==> src/rtl/frame_serializer.sv <==
// Framing serializer: collects NUM_CHANNELS upstream words and emits
// HEADER, data, optional modular checksum and FOOTER with full ready/valid flow control.
module frame_serializer #(
  parameter int unsigned       DATA_W       = 8,
  parameter int unsigned       NUM_CHANNELS = 16,
  parameter logic [DATA_W-1:0] HEADER       = DATA_W'(8'hAA),
  parameter logic [DATA_W-1:0] FOOTER       = DATA_W'(8'hFF),
  parameter bit                CHECKSUM_EN  = 1'b1,
  parameter int unsigned       CNT_W        = 16
) (
  input  logic              clk,
  input  logic              rst,
  input  logic [DATA_W-1:0] s_data,
  input  logic              s_valid,
  output logic              s_ready,
  output logic [DATA_W-1:0] m_data,
  output logic              m_valid,
  input  logic              m_ready,
  output logic              m_last,
  output logic [CNT_W-1:0]  frame_count,
  output logic              busy
);

  localparam int unsigned      IDX_W    = $clog2(NUM_CHANNELS);
  localparam logic [IDX_W-1:0] LAST_IDX = IDX_W'(NUM_CHANNELS - 1);

  typedef enum logic [2:0] {
    S_IDLE,
    S_HDR,
    S_DATA,
    S_CKSUM,
    S_FOOTER
  } state_t;

  state_t            r_state;
  logic [IDX_W-1:0]  r_idx;
  logic [DATA_W-1:0] r_sum;

  logic w_load;
  logic w_accept;

  // The output register may only change when it is empty or being drained.
  assign w_load   = !m_valid || m_ready;
  assign s_ready  = (r_state == S_DATA) && w_load;
  assign w_accept = s_valid && s_ready;
  assign busy     = (r_state != S_IDLE);

  always_ff @(posedge clk or posedge rst) begin
    if (rst) begin
      r_state     <= S_IDLE;
      r_idx       <= '0;
      r_sum       <= '0;
      m_data      <= '0;
      m_valid     <= 1'b0;
      m_last      <= 1'b0;
      frame_count <= '0;
    end else begin
      case (r_state)
        S_IDLE: begin
          if (w_load) begin
            m_valid <= 1'b0;
            m_last  <= 1'b0;
            // s_valid only triggers the frame; the word itself is taken in S_DATA.
            if (s_valid) r_state <= S_HDR;
          end
        end

        S_HDR: begin
          if (w_load) begin
            m_data  <= HEADER;
            m_valid <= 1'b1;
            m_last  <= 1'b0;
            r_sum   <= '0;
            r_idx   <= '0;
            r_state <= S_DATA;
          end
        end

        S_DATA: begin
          if (w_accept) begin
            m_data  <= s_data;
            m_valid <= 1'b1;
            r_sum   <= r_sum + s_data;
            r_idx   <= r_idx + IDX_W'(1);
            if (r_idx == LAST_IDX) r_state <= CHECKSUM_EN ? S_CKSUM : S_FOOTER;
          end else if (w_load) begin
            m_valid <= 1'b0;
          end
        end

        S_CKSUM: begin
          if (w_load) begin
            m_data  <= r_sum;
            m_valid <= 1'b1;
            r_state <= S_FOOTER;
          end
        end

        S_FOOTER: begin
          if (w_load) begin
            m_data      <= FOOTER;
            m_valid     <= 1'b1;
            m_last      <= 1'b1;
            frame_count <= frame_count + CNT_W'(1);
            r_state     <= S_IDLE;
          end
        end

        default: r_state <= S_IDLE;
      endcase
    end
  end

endmodule

==> config.mk <==
export PLATFORM = sky130hd
export DESIGN_NAME = frame_serializer
export DESIGN_NICKNAME = d
export VERILOG_FILES = /design/src/rtl/frame_serializer.sv
export SDC_FILE = /design/constraint.sdc
export NUM_CORES = 1
export LEC_CHECK = 0
export BUFFER_PORTS_ARGS = -buffer_cell sky130_fd_sc_hd__buf_2
export CAP_MARGIN = 0
export CORE_MARGIN = 1
export CORE_UTILIZATION = 59
export DETAILED_ROUTE_END_ITERATION = 10
export PLACE_DENSITY = 0.84
export SLEW_MARGIN = 20
export SYNTH_ARGS = -nofsm -noshare
export SYNTH_HDL_FRONTEND = slang
export SYNTH_SLANG_ARGS = --single-unit
==> constraint.sdc <==
create_clock -name clk -period 4.9 [get_ports clk]
set_clock_uncertainty 0.15 [all_clocks]
set_input_delay 0.735 -clock clk [delete_from_list [all_inputs] [get_ports clk]]
set_output_delay 0.735 -clock clk [all_outputs]
set_load 0.005 [all_outputs]
==> results_dict.tcl <==
set metrics [dict create \
    ant_nets 0 \
    status "finished clean" \
    netlist.area_leader.share_pct 47.0 \
    syn-instance-count 217 \
    power_switching_share_pct 38.6 \
    worstSetupStartpoint "r_state[1]" \
    grt_usage_pct 24.0 \
    min_delay_path_depth 1 \
    max_cap_viol_count 0 \
    synth.top_cells.by_area "dfrtp_1 47%, nand2_1 5.8%, ha_1 5.2%" \
    row_count 21 \
    drtPass1Iterations 4 \
    pwr-share-clk_pct 18.0 \
    fin_crit_sh_pct 57.9 \
    timing.critical_path.required_ps 4010 \
    tightest_slew_ps 1010 \
    setup_repair_after_global_routing_missed_its_margin "no" \
    cts_htree_levels 2 \
    holdCritPathClass "reg2reg" \
    timing.final.crit_period_ps 2840 \
    insertion_delay_ps 290 \
    synth.avg_cell_area_sq_um 10.1 \
    clock-root-buffer "clkbuf_8" \
    sequential_element_share_of_the_synthesized_area_pct 47.0 \
    postSynth.asyncResetShare_pct 100 \
    leakage_nw 1.25 \
    cts_num_sinks 41 \
    cts.repair_timing.setup_buffer_count 0 \
    die_width_microns 62.8 \
    setup.reg_to_reg.worst_slack_ps 2330 \
    path_class "reg2out" \
    aggregate_negative_setup_slack_ps 0 \
    start_util_pct 63.4 \
    rr_worst_depth 6 \
    maximum_number_of_pins_on_one_net_before_global_route_repair 42 \
    whs_ps 312 \
    drt_iter0_markers 109 \
    cts_made_buffers 5 \
    drt_wl_total_microns 4120 \
    hold_viol_final 0 \
    syn_nets 239 \
    chipHeight_microns 62.8 \
    global_route.overflow_total 0 \
    cts.path.max_buffers 2 \
    remaining_drc_errors 0 \
    cp_max_fo 10 \
    worstSetupEndpointType "output pin" \
    path_clk_slew_ps 70 \
    cp-endpoint "s_ready" \
    cts_resized 0 \
    power.ir.vdd_worst_uv 310 \
    max_clk_rate_ghz 0.353 \
    coreArea_sq_mm 0.00344 \
    nFillCells 256 \
    postSynthRegisterBits 41 \
    synth_ff_type "dfrtp_1" \
    combPwrFrac_pct 40.1 \
    vias 1655 \
    power.sequential.fraction_pct 41.9 \
    p_per_area_mw_per_mm2 530 \
    design.die.area_sq_mm 0.00395 \
    antenna_violations_before_repair 0 \
    routed_wire_length_per_instance_microns 13.6 \
    io_pins 40 \
    netSwitchingPower_w 0.000509 \
    final_weighted_congestion_in_routability_driven_placement 0.868 \
    critical_path.reg2reg.endpoint "r_sum[7]" \
    synth_most_common_cell "dfrtp_1" \
    yosys.cell_types.count 46 \
    grt_pass1_wl_microns 7330 \
    number_of_flops_mapped_to_enable_cells_by_yosys 0 \
    antenna_cells 0 \
    drt-vias-per-instance 5.46 \
    post_route_cells_drive_above_1_share_pct 22.6 \
    cts_hold_repair.buffers 0 \
    total_count_of_max_transition_violations_in_the_final_report 0 \
    buffer_ports.inserted 39 \
    setup.worst_path.start_class "flop" \
    area_growth_syn_to_layout_pct 13.9 \
    yosysWarnings 0 \
    synthesis.area_sq_mm 0.00218 \
    num-nets-final 278 \
    synth_area_leader_cell "dfrtp_1" \
    yosys-top-cells-count "41 x dfrtp_1, 34 x nand2_1, 17 x a21oi_1" \
    timing.slew.headroom_pct 32.1 \
    hpwl_after_detailed_placement_microns 2960 \
    cp_data_arrival_time_ps 1950 \
    internal_power_w 0.000809 \
    critical_path.reg2reg.startpoint "r_state[1]" \
    grt_pass1_vias 1611 \
    setup_viol_count_final 0 \
    tritoncts_clock_tree "yes" \
]
[critical path: stages (launching register included)]
cell and delay, ps:
dfrtp_1 510, nor2b_1 630, nor3b_2 360, buf_2 160
[layout by cell type (no fill, tap or decap), types with 4 or more instances in the layout]
| cell type | synthesis | routed |
|---|---|---|
| dfrtp_1 | 41 | 41 |
| buf_2 | 1 | 39 |
| nand2_1 | 34 | 34 |
| a21oi_1 | 17 | 17 |
| nor2_1 | 13 | 13 |
| xnor2_1 | 11 | 11 |
| o21ai_0 | 11 | 11 |
| xor2_1 | 11 | 11 |
| ha_1 | 9 | 9 |
| clkbuf_8 | 0 | 7 |
| nand3_1 | 6 | 6 |
| a21o_1 | 6 | 6 |
| inv_1 | 6 | 6 |
| nand4_1 | 4 | 4 |
| mux2i_1 | 4 | 4 |
[metal layers]
layer  vias to the layer above  global-route usage (%)  routed length (microns)
li1                        828                       -                        -
met1                       773                    32.8                     1970
met2                        49                    37.8                     1850
met3                         5                    3.83                      239
met4                         0                    10.2                       55
met5                         -                       0                        0
[cell type report]
type | count | area [sq um] | area share, %
Inverter | 6 | 22.5 | 0.906
Clock inverter | 1 | 5.00 | 0.201
Clock buffer | 7 | 96.3 | 3.88
Multi-Input combinational cell | 162 | 1080 | 43.3
Tap cell | 46 | 57.6 | 2.32
Timing Repair Buffer | 40 | 203 | 8.15
Sequential cell | 41 | 1030 | 41.3
[metrics by stage]
stage / setup slack, ps / area (sq um) / total power (W) / instances / util (%)
6_report: 2060 / 2490 / 0.00132 / 303 / 72.2
3_3_place_gp: 2240 / 2380 / 0.00106 / 295 / 69.3
3_5_place_dp: 2170 / 2380 / 0.00108 / 295 / 69.3
5_1_grt: 1950 / 2490 / 0.00143 / 303 / 72.2
2_1_floorplan: 2420 / 2180 / 0.000950 / 217 / -
4_1_cts: 2070 / 2490 / 0.00132 / 303 / 72.2
[cells by family after synthesis]
kind of cell    after synthesis  synth area share (%)
xor+xnor                     22                  8.83
mux                           5                  2.35
simple gates                 78                  19.0
fa+ha+maj                    10                  6.08
flops                        41                  47.0
compound gates               47                  13.1
buf+inv                      14                  3.67
[worst min path at each step]
stage,startpoint,end,slack (ps)
2_1_floorplan,frame_count[15],frame_count[15],310
3_3_place_gp,frame_count[15],frame_count[15],300
3_5_place_dp,frame_count[15],frame_count[15],300
4_1_cts,frame_count[15],frame_count[15],320
5_1_grt,frame_count[15],frame_count[15],350
6_report,frame_count[15],frame_count[15],310
[state kept, by name, indices dropped and copies added, names as in the netlist]
name         flops
m_last           1
m_valid          1
frame_count     16
m_data           8
r_state          3
r_idx            4
r_sum            8
[power by group through the flow]
| stage | registers [W] | clock network, W | logic, W |
|---|---|---|---|
| 2_1_floorplan | 0.000509 | 0 | 0.000441 |
| 3_3_place_gp | 0.000553 | 0 | 0.000510 |
| 3_5_place_dp | 0.000557 | 0 | 0.000522 |
| 4_1_cts | 0.000550 | 0.000242 | 0.000530 |
| 5_1_grt | 0.000569 | 0.000255 | 0.000602 |
| 6_report | 0.000553 | 0.000237 | 0.000528 |
(Power assumes the default switching activity.)
